File: src/rtl/if_stage_pipe_pkg.sv
// Shared definitions for the instruction-fetch stage.
// Latency: n/a (constants and types only).
// Backpressure: n/a.
package if_stage_pipe_pkg;

  // Instruction word the IF/ID register carries when it holds a bubble.
  localparam logic [31:0] NOP_INSTR = 32'h0000_0000;

  // Byte distance between consecutive instructions.
  localparam int PC_INC = 4;

  // Fetch-stage operating mode.
  typedef enum logic {
    BOOT = 1'b0,
    RUN  = 1'b1
  } state_t;

endpackage

File: src/rtl/if_stage_pipe_pc_reg.sv
// Program counter register with load, hold and sequential increment.
// Latency: new PC visible one edge after load/inc is asserted.
// Backpressure: holds its value whenever neither load nor inc is asserted.
module pc_reg
  import if_stage_pipe_pkg::*;
#(
  parameter int              PC_WIDTH = 32,
  parameter logic [PC_WIDTH-1:0] RESET_PC = '0
) (
  input  logic                clk,
  input  logic                rst,
  input  logic                load,
  input  logic [PC_WIDTH-1:0] load_addr,
  input  logic                inc,
  output logic [PC_WIDTH-1:0] pc
);

  // Load wins over increment; the increment wraps naturally at the top of the address space.
  always_ff @(posedge clk) begin
    if (rst) begin
      pc <= RESET_PC;
    end else if (load) begin
      pc <= load_addr;
    end else if (inc) begin
      pc <= pc + PC_WIDTH'(PC_INC);
    end
  end

endmodule

File: src/rtl/if_stage_pipe.sv
// Instruction fetch plus IF/ID register, with post-reset boot hold and stall counter.
// Latency: instruction at imem_addr appears on if_id_* one edge later (non-frozen cycle).
// Backpressure: freeze holds PC and IF/ID; a taken branch overrides freeze and inserts a bubble.
module if_stage_pipe
  import if_stage_pipe_pkg::*;
#(
  parameter int                  PC_WIDTH    = 32,
  parameter int                  INSTR_WIDTH = 32,
  parameter logic [PC_WIDTH-1:0] RESET_PC    = '0,
  parameter int                  BOOT_CYCLES = 2,
  parameter int                  CNT_WIDTH   = 16
) (
  input  logic                   clk,
  input  logic                   rst,
  input  logic                   freeze,
  input  logic                   branch_taken,
  input  logic [PC_WIDTH-1:0]    branch_addr,
  output logic [PC_WIDTH-1:0]    imem_addr,
  input  logic [INSTR_WIDTH-1:0] imem_rdata,
  output logic [PC_WIDTH-1:0]    if_id_pc,
  output logic [INSTR_WIDTH-1:0] if_id_instr,
  output logic                   if_id_valid,
  output logic                   booting,
  output logic [CNT_WIDTH-1:0]   stall_count
);

  // Boot counter only needs to reach BOOT_CYCLES-1; keep at least one bit.
  localparam int BW = (BOOT_CYCLES > 1) ? $clog2(BOOT_CYCLES) : 1;
  localparam logic [BW-1:0] BOOT_LAST = BW'(BOOT_CYCLES - 1);

  state_t                state;
  state_t                state_nxt;
  logic [BW-1:0]         boot_cnt;
  logic [BW-1:0]         boot_cnt_nxt;
  logic                  pc_load;
  logic                  pc_inc;
  logic                  fetch;
  logic                  bubble;
  logic                  stall_inc;
  logic [PC_WIDTH-1:0]   pc;
  logic [PC_WIDTH-1:0]   pc_plus4;
  logic [PC_WIDTH-1:0]   branch_tgt;

  // Branch targets are word aligned; the low two address bits are dropped.
  assign branch_tgt = branch_addr & ~PC_WIDTH'(3);
  assign pc_plus4   = pc + PC_WIDTH'(PC_INC);
  assign imem_addr  = pc;
  assign booting    = (state == BOOT);

  pc_reg #(
    .PC_WIDTH (PC_WIDTH),
    .RESET_PC (RESET_PC)
  ) u_pc_reg (
    .clk       (clk),
    .rst       (rst),
    .load      (pc_load),
    .load_addr (branch_tgt),
    .inc       (pc_inc),
    .pc        (pc)
  );

  // State and boot counter registers.
  always_ff @(posedge clk) begin
    if (rst) begin
      state    <= BOOT;
      boot_cnt <= '0;
    end else begin
      state    <= state_nxt;
      boot_cnt <= boot_cnt_nxt;
    end
  end

  // Next-state and per-cycle control: BOOT ignores freeze/branch; RUN resolves branch > freeze > fetch.
  always_comb begin
    state_nxt    = state;
    boot_cnt_nxt = boot_cnt;
    pc_load      = 1'b0;
    pc_inc       = 1'b0;
    fetch        = 1'b0;
    bubble       = 1'b0;
    stall_inc    = 1'b0;
    case (state)
      BOOT: begin
        bubble = 1'b1;
        if (boot_cnt == BOOT_LAST) begin
          state_nxt    = RUN;
          boot_cnt_nxt = '0;
        end else begin
          boot_cnt_nxt = boot_cnt + BW'(1);
        end
      end
      RUN: begin
        if (branch_taken) begin
          pc_load = 1'b1;
          bubble  = 1'b1;
        end else if (freeze) begin
          stall_inc = 1'b1;
        end else begin
          pc_inc = 1'b1;
          fetch  = 1'b1;
        end
      end
      default: begin
        state_nxt = BOOT;
      end
    endcase
  end

  // IF/ID pipeline register: bubble clears it, fetch latches, otherwise hold.
  always_ff @(posedge clk) begin
    if (rst || bubble) begin
      if_id_pc    <= '0;
      if_id_instr <= INSTR_WIDTH'(NOP_INSTR);
      if_id_valid <= 1'b0;
    end else if (fetch) begin
      if_id_pc    <= pc_plus4;
      if_id_instr <= imem_rdata;
      if_id_valid <= 1'b1;
    end
  end

  // Saturating count of cycles in which freeze actually held the stage.
  always_ff @(posedge clk) begin
    if (rst) begin
      stall_count <= '0;
    end else if (stall_inc && (stall_count != '1)) begin
      stall_count <= stall_count + CNT_WIDTH'(1);
    end
  end

endmodule
File: config.mk
export PLATFORM = sky130hd
export DESIGN_NAME = if_stage_pipe
export DESIGN_NICKNAME = d
export VERILOG_FILES = /design/src/rtl/if_stage_pipe_pkg.sv /design/src/rtl/if_stage_pipe_pc_reg.sv /design/src/rtl/if_stage_pipe.sv
export SDC_FILE = /design/constraint.sdc
export NUM_CORES = 1
export LEC_CHECK = 0
export CAP_MARGIN = 0
export CORE_ASPECT_RATIO = 1.5
export CORE_MARGIN = 5
export CORE_UTILIZATION = 45
export CTS_BUF_LIST = sky130_fd_sc_hd__clkbuf_4 sky130_fd_sc_hd__clkbuf_8
export CTS_CLUSTER_DIAMETER = 60
export CTS_CLUSTER_SIZE = 25
export DETAILED_ROUTE_END_ITERATION = 16
export GPL_TIMING_DRIVEN = 1
export PLACE_DENSITY = 0.81
export SLEW_MARGIN = 5
export SYNTH_ARGS = -nofsm -noshare
export SYNTH_HDL_FRONTEND = slang
export SYNTH_HIERARCHICAL = 1
export SYNTH_SLANG_ARGS = --single-unit
File: constraint.sdc
create_clock -name clk -period 6.4 [get_ports clk]
set_input_delay 0.96 -clock clk [delete_from_list [all_inputs] [get_ports clk]]
set_output_delay 0.96 -clock clk [all_outputs]
set_load 0.1 [all_outputs]
==> run metrics, run 1 <==
crit-path max cell delay=~0.74 ns; crit path kind=input pin to flip-flop; vias in the first global route=5365; port bufs=between 150 and 200; cell count after synthesis=between 500 and 600; Peak supply drop=0.122 mV; Worst Hold Depth=1; Max Clk Rate=274 MHz; PD cells=between 200 and 300 mW/mm^2; hold_buf cts=0; die width=99.6 um; post-synthesis register bit count=~120; Setup Total Neg Slack=0 ns; most common cell after layout, fill and taps aside=clkdlybuf4s50_1; Longest Clk Path Bufs=2; CTS sink count=115; met2 usage=between 40% and 50%; postcts setup bufs=0; gr usage total=a little under a quarter; Synth cell types=61; CP Buf/Inv Count=4; sequential power share=38.5%; share of the synthesized area in the top cell type=42.5%; total wire length=17.0 mm; first-pass GRT wire length=~27 mm; Starting Density=45.5%; critical path cell sequence=clkdlybuf4s50_1 > inv_2 > nand2b_1 > inv_1 > buf_4 > nor3b_1 > and4b_1 > or3_1; Overflow after GRT=0; Slew Viols, Final=0; delay-heaviest family, CP=buffers and inverters; Crit Path Max Fanout=67; DP HPWL=about 12 mm; Most used DFF post-synth=dfxtp_1; startpoint types=input pin; global placement routability congestion=0.886; Avg Cell Area, Syn=9.18 sq um; met3 Resource Use GR=roughly 5.8%; Min Hold Slack=0.466 ns; Int Power=0.00142 W; commonest non-fill, non-tap cells in the layout=clkdlybuf4s50_1, dfxtp_1, nor2_1, o221a_2, nand2_1; CTS clk-pin slew, worst paths=0.07 ns; layout cells sized above 1=about an eighth; Reg-to-Reg Start=state; grt met1 use=25.3%; switching share of power=32.7%; Pleak=2.72 nW; post-cts resize count=0; num rows=49; min Tclk post-route=3.65 ns; CTS tree=built; Worst path slowest cell=inv_2; drt drc=0; Clk Latency, worst-skew pair=0.43 ns; Routed Antenna Nets=0; pin count of the biggest net entering global routing=68; I/O Pins=approximately 180; root buffer cell=clkbuf_8; clk_skew=0.0156 ns; Nets=826; footprint of the multi-input gates=0.00292 sq mm; register area share after synthesis=42.5%; Reg area=0.00230 sq mm; EDFF count, synth=0; Required @ worst endpoint=6.77 ns; Worst Hold End=if_id_valid; antenna cells=0; worst min-delay path category=flip-flop to flip-flop; fin crit share=about 57%; WL/cell=~18 um; Top Usage Layer GRT=met2; Clock Power Share=39.6%; WP data arrival=4.02 ns; vias per cell=5.86; CTS H-tree depth=4; Core Area=roughly 0.012 sq mm; Rel. slew slack=approximately 20%; synth warn=6; status=finished clean; Area growth syn-to-layout=43.6%; initial antenna violation count=0; R2R Setup Slk=3.81 ns; share of total power in combinational logic=21.9%; FILL cells=roughly 960; async set-reset flop share out of synthesis=0%; dominant cells by area after synthesis=dfxtp_1, o221a_2, xor2_1; # Max-Cap Violations=0; die area=0.0144 sq mm; worst r2r path cells=7; Slew @ Worst Pin=1.20 ns; Num CTS Buffers=17; Final Setup Violations=0; Critical R2R Capture=u_pc_reg/pc[25]; mapped cell area=approximately 0.0054 sq mm; die height=between 100 and 150 um; drt first-iter violations=348; Switch Pwr=0.000690 W; via count=5399; crit end category=flip-flop; Pwr Total=around 0.0021 W; First-pass DRT Iterations=7; Hold Startpoint=if_id_valid; Synth area leader=dfxtp_1; unrepaired setup endpoints after global routing=no; Hold Vio Cnt, Final=0
layer usage:
| layer | share of wire (%) | vias up |
|---|---|---|
| met2 | 52 | 247 |
| met3 | 6.6 | 41 |
| met5 | 0 | - |
| li1 | - | 2569 |
| met1 | 38 | 2542 |
| met4 | 3.3 | 0 |
worst max path at each step:
stage	endpoint	from	slack, ns	cells past startpoint
3_3_place_gp	u_pc_reg/pc[25]	freeze	2.42	8
6_report	u_pc_reg/pc[25]	freeze	2.75	8
2_1_floorplan	u_pc_reg/pc[28]	branch_taken	3.18	10
3_5_place_dp	u_pc_reg/pc[25]	freeze	2.34	8
4_1_cts	u_pc_reg/pc[25]	freeze	2.76	8
5_1_grt	u_pc_reg/pc[18]	freeze	2.54	8
power by group through the flow:
stage / Combinational [W] / Sequential (W) / Clock (W)
2_1_floorplan: 0.000109 / 0.00103 / 0
3_3_place_gp: 0.000458 / 0.000824 / 0
3_5_place_dp: 0.000461 / 0.000826 / 0
4_1_cts: 0.000464 / 0.000810 / 0.000848
5_1_grt: 0.000481 / 0.000818 / 0.000886
6_report: 0.000462 / 0.000812 / 0.000836
cell usage after synthesis, drive strengths merged (2+ instances only):
cell type  instances
dfxtp            115
nor2              47
o221a             40
nand2             35
a21oi             33
nand4             31
o21ai             31
clkbuf            30
xor2              27
nand3             22
xnor2             17
nor4              14
and3              12
inv               12
a211oi            10
or3               10
buf                9
and2               8
and4               8
a311oi             7
nand2b             6
a2111oi            5
nor3               5
nor3b              5
or2                5
a31oi              4
mux2i              4
ha                 3
nand4b             3
o2111a             3
o311a              3
o31a               3
o31ai              3
or4                3
a211o              2
and4b              2
nor4b              2
per-stage QoR:
stage,instance area [sq um],util (%),instances,setup slack (ns)
after floorplan,5420,-,591,3.18
after global placement,7280,61.2,889,2.42
after detailed placement,7280,61.2,889,2.34
after CTS,7780,65.4,921,2.76
after global routing,7780,65.4,921,2.54
final,7780,65.4,921,2.75
layout make-up:
cell class / count / share of cell area, %
Tap cell: 153 / 2.46
Inverter: 12 / 0.579
Sequential cell: 115 / 29.6
Clock inverter: 12 / 2.90
Clock buffer: 20 / 3.54
Timing Repair Buffer: 184 / 23.5
Multi-Input combinational cell: 425 / 37.5
cells by family (layout without fill, tap and decap cells):
family          Yosys count  after routing  share of synthesized area [%]
xor+xnor                 44             44                           7.11
mux                       4              4                          0.739
compound gates          149            149                           21.3
buf+inv                  51            228                           3.83
fa+ha+maj                 3              3                          0.693
flops                   115            115                           42.5
simple gates            223            223                           23.7
other cells               1              2                         0.0692
worst register-to-register path: cells and delay by family (launching register included):
kind	cells	cell delay (ns)
buffers and inverters	2	0.71
AND/OR/NAND/NOR	5	1.39
flip-flops	1	0.45
Note: power is estimated with default switching activity, not from simulation.
==> run 2, diff against run 1 <==
CORE_UTILIZATION = 43   (was 45)
clock period = 3.3 ns   (was 6.4 ns; I/O delays follow)
==> run 2 against run 1 <==
  * Sequential share of layout area increased by 0.42 points
  * Clock-buffer cell count decreased by 1
  * Worst hold slack improved by 0.0083 ns
  * Power increased by 84%
  * Utilization decreased by 3.8 points
  * Largest power group is now sequential cells
  * Global-route usage decreased by 1.2 points
  * Sequential power increased by 95%
==> run metrics, run 2 (same netlist as run 1, synthesis figures left out) <==
die width=102 um (was 99.6 um); Worst Hold Depth=1 (unchanged); Routed Antenna Nets=0 (unchanged); fin crit share=between 70% and 80%; Setup Total Neg Slack=0 ns (unchanged); die height=147 um (was 144 um); Peak supply drop=0.242 mV (was 0.122 mV); Final Setup Violations=0 (unchanged); antenna cells=0 (unchanged); post-route cell area=0.00767 sq mm (was 0.00778 sq mm); cell depth of the worst setup path=4 (was 8); die area=0.0150 sq mm (was 0.0144 sq mm); Starting Density=43.5% (was 45.5%); met2 wire len=8.70 mm (was 8.80 mm); vias per cell=5.94 (was 5.86); met3 wire length=1.17 mm (was 1.12 mm); PD cells=508 mW/mm^2 (was 271 mW/mm^2); initial antenna violation count=0 (unchanged); min Tclk post-route=between 2 and 3 ns; WP data arrival=2.88 ns (was 4.02 ns); Placed Area=0.00724 sq mm (was 0.00728 sq mm); unrepaired setup endpoints after global routing=no (unchanged); postcts setup bufs=0 (unchanged); Routed met1 length=6.54 mm (was 6.53 mm); most common cell after layout, fill and taps aside=clkdlybuf4s50_1 (unchanged); CTS sink count=115 (unchanged); Slew @ Worst Pin=1.01 ns (was 1.20 ns); Rel. slew slack=32.2% (was 20.0%); crit-path max cell delay=0.79 ns (was 0.74 ns); Worst Hold End=if_id_valid (unchanged); Nets=831 (was 826); clk_skew=0.0127 ns (was 0.0156 ns); via count=5515 (was 5399); total wire length=17.0 mm (about the same); # Max-Cap Violations=0 (unchanged); Num CTS Buffers=17 (unchanged); startpoint types=flip-flop (was input pin); CTS tree=built (unchanged); DP HPWL=12.4 mm (was 12.0 mm); crit path kind=flip-flop to flip-flop (was input pin to flip-flop); Clk Latency, worst-skew pair=0.42 ns (was 0.43 ns); vias in the first global route=5309 (was 5365); Reg area=0.00230 sq mm (unchanged); critical path cell sequence=nand4_1 > nor4_1 > a211oi_1 > a2111oi_0 (was clkdlybuf4s50_1 > inv_2 > nand2b_1 > inv_1 > buf_4 > nor3b_1 > and4b_1 > or3_1); Reg-to-Reg Start=u_pc_reg/pc[8] (was state); first-pass GRT wire length=26.4 mm (was 26.6 mm); Core Area=0.0124 sq mm (was 0.0119 sq mm); Setup Slack @ Placement=0.390 ns (was 2.34 ns); Hold Vio Cnt, Final=0 (unchanged); crit end category=flip-flop (unchanged); post-cts resize count=0 (unchanged); root buffer cell=clkbuf_8 (unchanged); commonest non-fill, non-tap cells in the layout=clkdlybuf4s50_1, dfxtp_1, buf_4, nor2_1, o221a_2 (was clkdlybuf4s50_1, dfxtp_1, nor2_1, o221a_2, nand2_1); Area growth syn-to-layout=41.6% (was 43.6%); global placement routability congestion=0.947 (was 0.886); port bufs=179 (unchanged); CTS clk-pin slew, worst paths=0.08 ns (was 0.07 ns); layout cells sized above 1=17.9% (was 12.4%); Slew Viols, Final=0 (unchanged); FILL cells=1053 (was 962); pin count of the biggest net entering global routing=67 (was 68); drt first-iter violations=406 (was 348); status=finished clean (unchanged); final worst-path setup slack=0.720 ns (was 2.75 ns); gr usage total=21.8% (was 23.0%); drt drc=0 (unchanged); hold_buf cts=0 (unchanged); Min Hold Slack=0.475 ns (was 0.466 ns); Hold Startpoint=if_id_valid (unchanged); delay-heaviest family, CP=simple AND/OR/NAND/NOR gates (was buffers and inverters); placed cells=897 (was 889); CTS H-tree depth=4 (unchanged); First-pass DRT Iterations=5 (was 7); num rows=50 (was 49); worst r2r path cells=4 (was 7); R2R Setup Slk=0.72 ns (was 3.81 ns); Max Used Layer=met4 (unchanged); Longest Clk Path Bufs=2 (unchanged); footprint of the multi-input gates=0.00292 sq mm (unchanged); worst min-delay path category=flip-flop to flip-flop (unchanged); Required @ worst endpoint=3.60 ns (was 6.77 ns); Max Clk Rate=388 MHz; final non-filler cell total=929 (was 921); Crit Path Max Fanout=15 (was 67); Worst path slowest cell=nor4_1 (was inv_2); Critical R2R Capture=u_pc_reg/pc[30] (was u_pc_reg/pc[25]); CP Buf/Inv Count=0 (was 4); Pleak=2.77 nW (was 2.72 nW); WL/cell=18.4 um (was 18.5 um); I/O Pins=182 (unchanged); Overflow after GRT=0 (unchanged)
## run 2: cell types whose count changed in the layout (fill, tap and decap cells not counted)
cell             delta
buf_4              +42
clkbuf_8            -3
buf_12              +1
clkinvlp_4          +5
clkdlybuf4s50_1    -38
clkinv_4            -1
inv_6               -1
bufinv_16           -2
clkbuf_4            +2
## run 2: how the worst max path moves through the flow
stage,from,endpoint
2_1_floorplan,u_pc_reg/pc[8],u_pc_reg/pc[26]
4_1_cts,stall_count[5],stall_count[5]
5_1_grt,branch_taken,u_pc_reg/pc[18]
6_report,u_pc_reg/pc[8],u_pc_reg/pc[30]
3_5_place_dp,branch_taken,u_pc_reg/pc[18]
3_3_place_gp,branch_taken,u_pc_reg/pc[18]
## run 2: final cells by class
| cell class | instances | share of cell area, % |
|---|---|---|
| Inverter | 12 | 0.587 |
| Sequential cell | 115 | 30.0 |
| Tap cell | 156 | 2.54 |
| Clock buffer | 19 | 3.25 |
| Clock inverter | 13 | 2.41 |
| Multi-Input combinational cell | 425 | 38.0 |
| Timing Repair Buffer | 189 | 23.2 |
## run 2: power by group
group,total (W),switching [W],internal [W]
clock,0.00143,0.000588,0.000838
combinational,0.000893,0.000640,0.000253
sequential,0.00158,0.000121,0.00145
## run 2: stage by stage
stage               util (%)  total power (W)
floorplan                  -          0.00222
global placement        58.1          0.00248
detailed placement      58.1          0.00249
CTS                     61.6          0.00391
global route            61.6          0.00403
finish                  61.6          0.00389
## run 2: per-layer routing
metal	GRT usage, %	vias up
met5	0	-
met4	11.8	0
met3	4.15	37
met2	37.3	270
met1	25.1	2626
li1	-	2582
==> run 3, diff against run 2 <==
CORE_UTILIZATION = 45   (was 43)
clock period = 2.4 ns   (was 3.3 ns; I/O delays follow)
==> run 3 against run 2 <==
  * Combinational power rose by 39%
  * Sequential power rose by 37%
  * Critical path depth rose by 5
  * Worst setup slack lost 0.46 ns
  * Sequential share of layout area rose by 0.45 points
  * Final cell count increased by 1.4%
  * Clock power is 36% higher
  * Wire length is 0.13% lower
  * Power rose by 37%
==> run metrics, run 3 (same netlist as run 1, synthesis figures left out) <==
root buffer cell=clkbuf_8 (unchanged); num rows=49 (was 50); Crit Path Max Fanout=8 (was 15); switching share of power=34.4% (was 34.6%); Min Hold Slack=0.355 ns (was 0.475 ns); min Tclk post-route=between 2 and 2.5 ns; # Max-Cap Violations=0 (unchanged); antenna cells=0 (unchanged); Pleak=3.03 nW (was 2.77 nW); die area=0.0144 sq mm (was 0.0150 sq mm); post-cts resize count=0 (unchanged); Clk Latency, worst-skew pair=0.43 ns (was 0.42 ns); worst min-delay path category=input pin to flip-flop (was flip-flop to flip-flop); DP HPWL=12.4 mm (about the same); fin crit share=89.2%; first-pass GRT wire length=26.3 mm (was 26.4 mm); Hold Startpoint=rst (was if_id_valid); hold_buf cts=0 (unchanged); global placement routability congestion=0.916 (was 0.947); drt first-iter violations=362 (was 406); First-pass DRT Iterations=5 (unchanged); WP data arrival=2.48 ns (was 2.88 ns); sequential power share=40.6% (was 40.4%); WL/cell=18.1 um (was 18.4 um); Max Clk Rate=467 MHz; CTS tree=built (unchanged); clk_skew=0.0112 ns (was 0.0127 ns); pin count of the biggest net entering global routing=66 (was 67); Reg-to-Reg Start=state (was u_pc_reg/pc[8]); Nets=847 (was 831); Core Area=0.0119 sq mm (was 0.0124 sq mm); Routed Antenna Nets=0 (unchanged); Overflow after GRT=0 (unchanged); via count=5534 (was 5515); die width=99.6 um (was 102 um); Switch Pwr=0.00184 W (was 0.00135 W); Starting Density=45.5% (was 43.5%); Slew Viols, Final=0 (unchanged); crit end category=flip-flop (unchanged); CTS clk-pin slew, worst paths=0.07 ns (was 0.08 ns); Num CTS Buffers=17 (unchanged); vias in the first global route=5312 (was 5309); status=finished clean (unchanged); commonest non-fill, non-tap cells in the layout=buf_4, dfxtp_1, clkdlybuf4s50_1, nor2_1, o221a_2 (was clkdlybuf4s50_1, dfxtp_1, buf_4, nor2_1, o221a_2); crit path kind=input pin to flip-flop (was flip-flop to flip-flop); Final Setup Violations=0 (unchanged); PD cells=700 mW/mm^2 (was 508 mW/mm^2); die height=144 um (was 147 um); most common cell after layout, fill and taps aside=buf_4 (was clkdlybuf4s50_1); Slew @ Worst Pin=0.634 ns (was 1.01 ns); Clock Power Share=36.3% (was 36.6%); gr usage total=22.8% (was 21.8%); CTS H-tree depth=4 (unchanged); Longest Clk Path Bufs=2 (unchanged); share of total power in combinational logic=23.2% (was 22.9%); I/O Pins=182 (unchanged); port bufs=179 (unchanged); CP startpoint=branch_taken (was u_pc_reg/pc[8]); Peak supply drop=0.335 mV (was 0.242 mV); Setup Total Neg Slack=0 ns (unchanged); drt drc=0 (unchanged); Required @ worst endpoint=2.74 ns (was 3.60 ns); startpoint types=input pin (was flip-flop); unrepaired setup endpoints after global routing=no (unchanged); CTS sink count=115 (unchanged); postcts setup bufs=0 (unchanged); Hold Vio Cnt, Final=0 (unchanged); layout cells sized above 1=32.1% (was 17.9%); Rel. slew slack=57.7% (was 32.2%); Area growth syn-to-layout=41.3% (was 41.6%); vias per cell=5.87 (was 5.94); Int Power=0.00351 W (was 0.00255 W); total wire length=17.0 mm (about the same); initial antenna violation count=0 (unchanged)
==> run 3: cell count changes in the layout (fill, tap and decap cells not counted), sizes merged <==
cell and change:
clkbuf -1, clkdlybuf4s50 -76, clkinv +1, buf +92
==> run 3: final cells by class <==
class / count / area [sq um]
multi-input cells: 425 / 2920
repair buffers: 205 / 1730
well taps: 153 / 191
fillers: 1018 / 4240
flip-flops and latches: 115 / 2330
clock inverters: 14 / 186
clock buffers: 18 / 248
inverters: 12 / 45.0
==> run 3: path summary, 6_finish.rpt <==
check        depth (start not counted)  slack (ns)         endpoint
max                                  9        0.26  u_pc_reg/pc[29]
min                                  2        0.36   stall_count[1]
max reg2reg                          8        0.27  u_pc_reg/pc[29]
min reg2reg                          1        0.48      if_id_valid
==> run 3: power groups by stage <==
stage / logic (W) / registers, W / clock network, W
final: 0.00124 / 0.00217 / 0.00194
after global routing: 0.00129 / 0.00219 / 0.00207
after CTS: 0.00124 / 0.00217 / 0.00198
after detailed placement: 0.00124 / 0.00221 / 0
after floorplan: 0.000289 / 0.00277 / 0
after global placement: 0.00122 / 0.00220 / 0
==> run 3: worst max-delay path: stages <==
cell and delay [ns]:
clkdlybuf4s50_1 0.45, nand2b_1 0.18, nand2b_1 0.18, inv_1 0.20, buf_4 0.22, nor3b_1 0.44
buf_4 0.22, nand2_1 0.06, o221ai_1 0.17
==> run 3: per-stage QoR <==
step	std cells	utilization [%]	total power, W	worst slack [ns]	area, sq um
floorplan	591	-	0.00306	-0.0484	5450
global placement	910	60.7	0.00343	-0.0907	7220
detailed placement	910	60.7	0.00345	-0.122	7220
CTS	942	64.3	0.00539	0.290	7650
global route	942	64.3	0.00554	0.103	7650
finish	942	64.3	0.00535	0.259	7650
==> run 3: layer usage <==
| metal | global-route usage [%] | vias up | share of wire (%) |
|---|---|---|---|
| met4 | 11.7 | 0 | 3.3 |
| li1 | - | 2620 | - |
| met3 | 5.12 | 50 | 7.4 |
| met1 | 26.0 | 2602 | 38 |
| met5 | 0 | - | 0 |
| met2 | 39.6 | 262 | 51 |
